==> config.mk <==
export PLATFORM = sky130hd
export DESIGN_NAME = clock_divider_ctrl_flat
export DESIGN_NICKNAME = d
export VERILOG_FILES = /design/src/rtl/clock_divider_pkg.sv /design/src/rtl/clock_divider_ctrl_if.sv /design/src/rtl/clock_divider_core.sv /design/src/rtl/clock_divider_ctrl.sv /design/src/flat_wrapper.sv
export SDC_FILE = /design/constraint.sdc
export NUM_CORES = 1
export LEC_CHECK = 0
export ABC_AREA = 1
export BUFFER_PORTS_ARGS = -buffer_cell sky130_fd_sc_hd__buf_2
export CAP_MARGIN = 20
export CORE_ASPECT_RATIO = 1.75
export CORE_MARGIN = 2
export CORE_UTILIZATION = 64
export DETAILED_ROUTE_END_ITERATION = 10
export PLACE_DENSITY = 0.89
export SYNTH_ARGS = -nofsm -noshare
export SYNTH_HDL_FRONTEND = slang
export SYNTH_SLANG_ARGS = --single-unit
export TNS_END_PERCENT = 5
==> constraint.sdc <==
create_clock -name clk_FPGA -period 3.42 [get_ports clk_FPGA]
set_input_delay 0.684 -clock clk_FPGA [delete_from_list [all_inputs] [get_ports clk_FPGA]]
set_output_delay 0.684 -clock clk_FPGA [all_outputs]
set_load 0.02 [all_outputs]
==> src/rtl/clock_divider_pkg.sv <==
// Shared types and helpers for the clock divider controller, its divider core and benches.
package clock_divider_pkg;

  typedef enum logic [1:0] {
    IDLE  = 2'd0,
    RUN   = 2'd1,
    DRAIN = 2'd2,
    LOAD  = 2'd3
  } ctrl_state_t;

  function automatic int unsigned CeilLog2(input int unsigned value);
    int unsigned r;
    r = 0;
    while ((64'd1 << r) < 64'(value)) r++;
    return r;
  endfunction

  function automatic longint unsigned MaxValue(input int unsigned nbits);
    return (64'd1 << nbits) - 64'd1;
  endfunction

  // Half-period in reference-clock cycles for a requested output frequency.
  function automatic int unsigned half_period(input int unsigned ref_hz, input int unsigned out_hz);
    return ref_hz / (2 * out_hz);
  endfunction

endpackage

==> src/rtl/clock_divider_ctrl_if.sv <==
// Configuration handshake between the CPU/config logic (master) and the divider controller (slave).
interface clock_divider_ctrl_if #(
  parameter int unsigned NBITS = 16
);
  logic             cfg_valid;
  logic [NBITS-1:0] cfg_half_period;
  logic             cfg_ready;
  logic             cfg_err;

  modport master (output cfg_valid, output cfg_half_period, input cfg_ready, input cfg_err);
  modport slave  (input cfg_valid, input cfg_half_period, output cfg_ready, output cfg_err);
endinterface

==> src/rtl/clock_divider_core.sv <==
// Divider counter, half-period register and toggle flop; the half-period changes only on load.
module clock_divider_core #(
  parameter int unsigned NBITS        = 16,
  parameter int unsigned DEFAULT_HALF = 2
) (
  input  logic             clk_FPGA,
  input  logic             reset,
  input  logic             run,
  input  logic             load,
  input  logic [NBITS-1:0] load_value,
  input  logic             suppress_rise,
  output logic             clock_signal,
  output logic             tick,
  output logic             terminal
);
  logic [NBITS-1:0] count;
  logic [NBITS-1:0] active_half;

  assign terminal = (count == active_half - NBITS'(1));

  always_ff @(posedge clk_FPGA or negedge reset) begin
    if (!reset) begin
      count        <= '0;
      active_half  <= NBITS'(DEFAULT_HALF);
      clock_signal <= 1'b0;
      tick         <= 1'b0;
    end else if (load) begin
      // With run set, the extended low phase ends here and the new setting starts high.
      active_half  <= load_value;
      count        <= '0;
      clock_signal <= run;
      tick         <= run;
    end else if (run) begin
      tick <= 1'b0;
      if (terminal) begin
        count <= '0;
        if (clock_signal) begin
          clock_signal <= 1'b0;
        end else if (!suppress_rise) begin
          clock_signal <= 1'b1;
          tick         <= 1'b1;
        end
      end else begin
        count <= count + NBITS'(1);
      end
    end else begin
      count        <= '0;
      clock_signal <= 1'b0;
      tick         <= 1'b0;
    end
  end
endmodule

==> src/rtl/clock_divider_ctrl.sv <==
// Runtime controller for the divided clock: cfg handshake, pending setting, glitch-free switchover.
// Optional feature: define CLKDIV_CTRL_PERIOD_CNT_EN to add the period_count output.
//
// state | meaning
// IDLE  | divider stopped, clock_signal 0, cfg accepted
// RUN   | divider running, cfg accepted
// DRAIN | old setting runs to the end of a low phase, cfg pending
// LOAD  | pending half-period applied, counter restarted
module clock_divider_ctrl
  import clock_divider_pkg::*;
#(
  parameter int unsigned REFERENCE_CLOCK   = 50_000_000,
  parameter int unsigned DEFAULT_FREQUENCY = 12_500_000,
  parameter int unsigned NBITS_FOR_COUNTER = 16,
  parameter int unsigned DEFAULT_HALF      = half_period(REFERENCE_CLOCK, DEFAULT_FREQUENCY)
) (
  input  logic                 clk_FPGA,
  input  logic                 reset,
  input  logic                 enable,
  clock_divider_ctrl_if.slave  cfg,
  output logic                 clock_signal,
  output logic                 tick,
  output logic                 busy
`ifdef CLKDIV_CTRL_PERIOD_CNT_EN
  ,
  output logic [31:0]          period_count
`endif
);
  ctrl_state_t                  state, state_next;
  logic [NBITS_FOR_COUNTER-1:0] pending;
  logic                         accept, take, cfg_err_q;
  logic                         run, load, suppress_rise, terminal;

  assign cfg.cfg_ready = (state == IDLE) || (state == RUN);
  assign accept        = cfg.cfg_valid && cfg.cfg_ready;
  assign take          = accept && (cfg.cfg_half_period != '0);
  assign cfg.cfg_err   = cfg_err_q;
  assign busy          = (state != IDLE);

  always_ff @(posedge clk_FPGA or negedge reset) begin
    if (!reset) begin
      state     <= IDLE;
      pending   <= '0;
      cfg_err_q <= 1'b0;
    end else begin
      state     <= state_next;
      cfg_err_q <= accept && (cfg.cfg_half_period == '0);
      if (take) pending <= cfg.cfg_half_period;
    end
  end

  always_comb begin
    state_next    = state;
    run           = 1'b0;
    load          = 1'b0;
    suppress_rise = 1'b0;
    case (state)
      IDLE: begin
        if (take)        state_next = LOAD;
        else if (enable) state_next = RUN;
      end
      RUN: begin
        run = 1'b1;
        if (take) begin
          state_next = DRAIN;
        end else if (!enable) begin
          if (!clock_signal) begin
            run        = 1'b0;
            state_next = IDLE;
          end else if (terminal) begin
            state_next = IDLE;
          end
        end
      end
      DRAIN: begin
        run           = 1'b1;
        suppress_rise = 1'b1;
        if (terminal && !clock_signal) state_next = LOAD;
      end
      LOAD: begin
        load       = 1'b1;
        run        = enable;
        state_next = enable ? RUN : IDLE;
      end
      default: state_next = IDLE;
    endcase
  end

  clock_divider_core #(
    .NBITS        (NBITS_FOR_COUNTER),
    .DEFAULT_HALF (DEFAULT_HALF)
  ) u_core (
    .clk_FPGA      (clk_FPGA),
    .reset         (reset),
    .run           (run),
    .load          (load),
    .load_value    (pending),
    .suppress_rise (suppress_rise),
    .clock_signal  (clock_signal),
    .tick          (tick),
    .terminal      (terminal)
  );

`ifdef CLKDIV_CTRL_PERIOD_CNT_EN
  always_ff @(posedge clk_FPGA or negedge reset) begin
    if (!reset)     period_count <= '0;
    else if (load)  period_count <= '0;
    else if (tick)  period_count <= period_count + 32'd1;
  end
`endif
endmodule
==> src/flat_wrapper.sv <==
// flat-port wrapper written by rule: the top's interface ports become plain ports
module clock_divider_ctrl_flat import clock_divider_pkg::*;
#(
  parameter int unsigned REFERENCE_CLOCK   = 50_000_000,
  parameter int unsigned DEFAULT_FREQUENCY = 12_500_000,
  parameter int unsigned NBITS_FOR_COUNTER = 16,
  parameter int unsigned DEFAULT_HALF      = half_period(REFERENCE_CLOCK, DEFAULT_FREQUENCY)
)
  (clk_FPGA, reset, enable, clock_signal, tick, busy, cfg_cfg_valid, cfg_cfg_half_period, cfg_cfg_ready, cfg_cfg_err);
  clock_divider_ctrl_if cfg_i ();
  input  logic clk_FPGA;
  input  logic reset;
  input  logic enable;
  output logic clock_signal;
  output logic tick;
  output logic busy;
  input wire logic [$bits(cfg_i.cfg_valid)-1:0] cfg_cfg_valid;
  input wire logic [$bits(cfg_i.cfg_half_period)-1:0] cfg_cfg_half_period;
  output wire logic [$bits(cfg_i.cfg_ready)-1:0] cfg_cfg_ready;
  output wire logic [$bits(cfg_i.cfg_err)-1:0] cfg_cfg_err;
  assign cfg_i.cfg_valid = cfg_cfg_valid;
  assign cfg_i.cfg_half_period = cfg_cfg_half_period;
  assign cfg_cfg_ready = cfg_i.cfg_ready;
  assign cfg_cfg_err = cfg_i.cfg_err;
  clock_divider_ctrl #(.REFERENCE_CLOCK(REFERENCE_CLOCK), .DEFAULT_FREQUENCY(DEFAULT_FREQUENCY), .NBITS_FOR_COUNTER(NBITS_FOR_COUNTER), .DEFAULT_HALF(DEFAULT_HALF)) u_core (.clk_FPGA(clk_FPGA), .reset(reset), .enable(enable), .cfg(cfg_i), .clock_signal(clock_signal), .tick(tick), .busy(busy));
endmodule
==> Word level (Yosys, flattened, before mapping) <==
Index checks and enable logic that the tools add are counted.
W data, S select, Z words.
{ "totals": {"regBits": 53, "latchBits": 0, "mem_bits_rw": 0, "romBits": 0, "inputBits": 20, "output_inout_bits": 5, "elab_cells": 55, "memories": 0} }
{ "op_classes": {"n_addsub": 2, "n_mul": 0, "div_mod_pow": 0, "order_cmp": 0, "n_eq_ne": 9, "n_shift": 0, "muxes": 26, "bitwise": 0, "reduce_logical": 11} }
{ "op_table": {"columns": ["operator", "count"], "rows": [
  ["$mux W16", 3],
  ["$add A16 B1 Y16 const B", 1],
  ["$eq A16 B16 Y1", 1],
  ["$logic_not A16 Y1", 1],
  ["$reduce_bool A16 Y1", 1],
  ["$sub A16 B1 Y16 const B", 1],
  ["$mux W1", 14],
  ["$mux W2", 7],
  ["$pmux W2 S4", 1],
  ["$ne A3 B2 Y1 const B", 2],
  ["$eq A2 B2 Y1 const B", 2],
  ["$logic_and A1 B1 Y1", 4],
  ["$ne A4 B3 Y1 const B", 1],
  ["$reduce_and A4 Y1", 1],
  ["$ne A3 B3 Y1 const B", 1],
  ["$pmux W1 S3", 1],
  ["$eq A2 B1 Y1 const B", 1],
  ["$logic_not A2 Y1", 1],
  ["$ne A2 B1 Y1 const B", 1],
  ["$reduce_bool A2 Y1", 1],
  ["$logic_not A1 Y1", 1],
  ["$logic_or A1 B1 Y1", 1]
]} }

==> Logic depth before layout (Yosys ltp) <==
{ "depth": {"word_depth": 8, "ltp_mapped": 16, "mapped_depth_nobuf": 16} }

==> Modules after synthesis <==
A second synthesis with hierarchy kept.
{ "unflattened": {"hier_cells": 423, "hier_area_um2": 3269.4} }
{ "by_module_without_submodules": {"columns": ["module", "n_inst", "cells_per_inst", "area_each_um2", "seq_area_each_um2"], "rows": [
  ["clock_divider_core", 1, 308, 2356.0, 852.1],
  ["clock_divider_ctrl", 1, 115, 913.4, 475.5]
]} }

==> Least setup slack after synthesis <==
No wires, ideal clock.
{ "synth_timing": {"path_type": "register -> register", "startpoint": "register u_core.u_core.active_half[1]", "endpoint": "register u_core.u_core.count[13]", "setup_time_ns": 0.122, "t_arrival_ns": 1.890, "required_ns": 3.298, "slack_ns": 1.408, "path_stages_with_launch": 11, "n_path_buf": 1, "synth_period_minus_slack_ns": 2.012, "cell_sequence": "dfstp_2 inv_1 ha_1 xnor2_1 nor2_1 nand4_1 nor3_4 a21oi_4 nand2_4 buf_12 nor2_4"} }
{ "synth_via": {"elab_chain_cells": 5} }
{ "synth_rtl": {"columns": ["item", "line", "source"], "rows": [
  ["start, declared", "clock_divider_core.sv:17", "logic [NBITS-1:0] active_half;"],
  ["start signal, assigned", "clock_divider_core.sv:24", "active_half <= NBITS'(DEFAULT_HALF);"],
  ["start signal, assigned", "clock_divider_core.sv:29", "active_half <= load_value;"],
  ["$sub A16 B1 Y16", "clock_divider_core.sv:19", "assign terminal = (count == active_half - NBITS'(1));"],
  ["$eq A16 B16 Y1", "clock_divider_core.sv:19", null],
  ["$mux W16", "clock_divider_core.sv:35", "if (terminal) begin"],
  ["$mux W16", "clock_divider_core.sv:33", "end else if (run) begin"],
  ["$mux W16", "clock_divider_core.sv:27", "end else if (load) begin"],
  ["end signal, assigned", "clock_divider_core.sv:44", "count <= count + NBITS'(1);"],
  ["end, declared", "clock_divider_core.sv:16", "logic [NBITS-1:0] count;"]
]} }
No other way between the ends.
A chain may end at the register's enable or synchronous reset.

==> Worst setup path after layout <==
{ "layout_timing": {"startpoint": "register u_core.u_core.active_half[0]", "endpoint": "register u_core.u_core.clock_signal"} }
{ "layout_via": {"elab_chain_cells": 3} }
{ "layout_rtl": {"columns": ["item", "line", "source"], "rows": [
  ["$sub A16 B1 Y16", "clock_divider_core.sv:19", null],
  ["$eq A16 B16 Y1", "clock_divider_core.sv:19", null],
  ["$ne A3 B3 Y1 (no line)", null, null],
  ["end signal, assigned", "clock_divider_core.sv:31", "clock_signal <= run;"],
  ["end, declared", "clock_divider_core.sv:12", "output logic clock_signal,"]
]} }
No other way between the ends.

==> flow_metrics.py <==
metrics = {
    "cts": {
        "h-tree-depth": 2,
        "cts_tree": "yes",
        "clk_path_buf_depth": 2,
        "clock_sinks": 53,
        "ctsResizeCount": 0,
        "post-cts-setup-buffers": 0,
        "clock_latency_ns": 0.31,
        "cts_buffers": 5,
        "path_clk_slew_ns": 0.09,
        "clockRootBuffer": "clkbuf_8",
        "hold_buffers": 0,
    },
    "detailed_routing": {
        "vias": 2728,
        "final_antenna_net_count": 0,
        "viasPerCell": 5.89,
        "first_pass_iters": 7,
        "drc": 0,
        "drt_iter0_markers": 103,
        "drt_wl_total_um": 7400,
        "routedWlPerCell_um": 16.0,
    },
    "setup_path": {
        "rr_endpoint": "u_core.u_core.clock_signal",
        "endpoint": "u_core.u_core.clock_signal",
        "ff2ff_setup_slack_ns": 0.91,
        "cp-startpoint": "u_core.u_core.active_half[0]",
        "start_kind": "flip-flop",
        "timing.rr.start": "u_core.u_core.active_half[0]",
        "worstPathArrival_ns": 2.75,
        "crit_path_max_fanout": 15,
        "path_class": "flip-flop to flip-flop",
        "required_ns": 3.67,
        "reg2regPathDepth": 12,
        "cp-end-kind": "flip-flop",
    },
    "final_layout": {
        "syn_to_final_growth_pct": 9.25,
        "nets": 432,
        "final_layout_size_suffix_gt1_share_pct": 19.0,
        "n_antenna_cell": 0,
    },
    "floorplan": {
        "initial_core_util_pct": 66.4,
        "die-area_mm2": 0.00544,
        "rows": 33,
        "io_pins": 25,
        "die_h_um": 96.0,
        "core-area_mm2": 0.00467,
        "die_x_um": 56.6,
    },
    "timing": {
        "finalSetupViolations": 0,
        "hold_viol": 0,
        "timing.final.crit_share_pct": 73.3,
        "rsz0062_at_grt": "false",
        "worst_pin_slew_ns": 0.680,
        "fin_tns_setup_ns": 0,
        "max_slew_margin_pct": 54.6,
        "drv_slew": 0,
        "min_period_ns": 2.51,
        "whs_ns": 0.260,
        "skew_ns": 0.00469,
        "max_freq_mhz": 399,
    },
    "yosys": {
        "synthCells": 384,
        "ys_ff_latch": 53,
        "synth-seq-area-share_pct": 42.9,
        "synth_area_per_cell_um2": 8.07,
        "syn_area_mm2": 0.00310,
        "yosysWarnings": 0,
        "synthDistinctLibCells": 35,
        "synth_nets": 406,
    },
    "grt": {
        "grt_pass1_wl_um": 11600,
        "grt_usage_pct": 28.1,
        "grt_max_degree": 54,
        "antenna_found_initial": 0,
        "grt_overflow": 0,
        "first_global_vias": 2681,
    },
    "run_status": {
        "outcome": "finished, final reports clean",
    },
    "min_path": {
        "hp-class": "primary input to async pin",
    },
    "pwr": {
        "p_leak_nw": 1.79,
        "irDropWorstVdd_v": 0.000561,
        "p_per_area_mw_per_mm2": 331,
    },
    "place": {
        "gp_congestion": 0.888,
        "port_buffers": 24,
        "dp_hpwl_um": 5480,
    },
    "run": {
        "maxCapViolCount": 0,
    },
}
-- cell families after synthesis --
| family | count (synthesis) | share of synthesized area, % |
|---|---|---|
| simple gates | 221 | 34.9 |
| flops | 53 | 42.9 |
| buf+inv | 49 | 6.58 |
| compound gates | 27 | 4.77 |
| xor+xnor | 19 | 5.37 |
| mux | 13 | 4.73 |
| fa+ha+maj | 2 | 0.808 |
-- worst max-delay path: stages (launching register included) --
cell,delay (ns)
dfrtp_1,0.44
inv_2,0.15
ha_1,0.25
nand3_4,0.14
nor2_1,0.30
nand2_1,0.11
nand2_1,0.10
nand3_1,0.12
nor3_4,0.26
a21oi_4,0.12
nand2_4,0.27
nand2_1,0.13
nand2_1,0.09
-- cell usage after synthesis, drive strengths merged --
| cell type | count | area [um2] |
|---|---|---|
| xnor2 | 9 | 78.8 |
| inv | 42 | 158 |
| dfstp | 1 | 26.3 |
| mux2 | 13 | 146 |
| nand4 | 7 | 43.8 |
| nand3b | 5 | 37.5 |
| nor3 | 9 | 61.3 |
| o21ai | 19 | 95.1 |
| dfrtp | 52 | 1300 |
| xor2 | 10 | 87.6 |
| nand3 | 26 | 148 |
| nor2 | 53 | 288 |
| and2 | 1 | 6.26 |
| and3 | 3 | 20.0 |
| clkbuf | 3 | 11.3 |
| buf | 4 | 35.0 |
| nor4 | 5 | 31.3 |
| ha | 2 | 25.0 |
| nand2 | 112 | 445 |
| a31oi | 1 | 6.26 |
| a21oi | 7 | 46.3 |
-- cell usage in the layout, fill, tap and decap left out, types with 3 or more instances in the layout --
cell        n
nor2_2     11
dfrtp_1    52
o21ai_0    18
nand2_4     3
xor2_1     10
nor2_1     35
nand4_1     7
a21oi_1     6
nor4_1      5
xnor2_1     9
nor3_1      7
mux2_2     13
clkbuf_8    6
nor2_4      6
inv_1      40
nand3_1    24
nand3b_1    5
nand2_1   108
buf_2      24
-- report_power, final --
part           leakage (nW)  switching, W  internal, W
clock network        0.0574      0.000200     0.000238
registers             0.692    0.00000488     0.000636
logic                  1.04     0.0000237    0.0000173
total                  1.79      0.000229     0.000891
-- registers in the layout (all words and copies together) (netlist names) --
name and count:
u_core.cfg.cfg_err 1, u_core.u_core.count 16, u_core.pending 16, u_core.u_core.tick 1
u_core.state 2, u_core.u_core.active_half 16, u_core.u_core.clock_signal 1
-- stage by stage --
step | area, um2 | instances | total power (W) | worst slack (ns) | util (%)
after floorplan | 3100 | 384 | 0.000662 | 1.41 | -
after global placement | 3240 | 454 | 0.000687 | 1.04 | 69.5
after detailed placement | 3240 | 454 | 0.000691 | 0.970 | 69.5
after CTS | 3360 | 462 | 0.00112 | 0.957 | 72.1
after global routing | 3380 | 463 | 0.00115 | 0.828 | 72.5
final | 3380 | 463 | 0.00112 | 0.915 | 72.5
-- layout make-up --
class	instances	area, um2
Multi-Input combinational cell	282	1570
Sequential cell	53	1330
Fill cell	307	1280
Inverter	42	158
Timing Repair Buffer	26	148
Clock buffer	6	82.6
Tap cell	52	65.1
Clock inverter	2	37.5
-- routing by layer --
layer  vias to the layer above  wire [um]  GRT usage (%)
li1                       1278          -              -
met1                      1311       2670           28.2
met2                        97       4010           52.9
met3                        42        288           2.96
met4                         0        431           19.4
met5                         -          0              0
-- worst min-delay path by stage --
stage                       from                           end  slack [ns]  cells after the start
5_1_grt                    reset             u_core.pending[3]        0.28                      1
4_1_cts        u_core.pending[9]  u_core.u_core.active_half[9]        0.48                      2
2_1_floorplan              reset            u_core.cfg.cfg_err        0.39                      0
3_3_place_gp   u_core.pending[8]  u_core.u_core.active_half[8]        0.45                      2
6_report                   reset  u_core.u_core.active_half[3]        0.26                      1
3_5_place_dp   u_core.pending[9]  u_core.u_core.active_half[9]        0.46                      2
No activity file was read; power rests on OpenSTA's default activity.
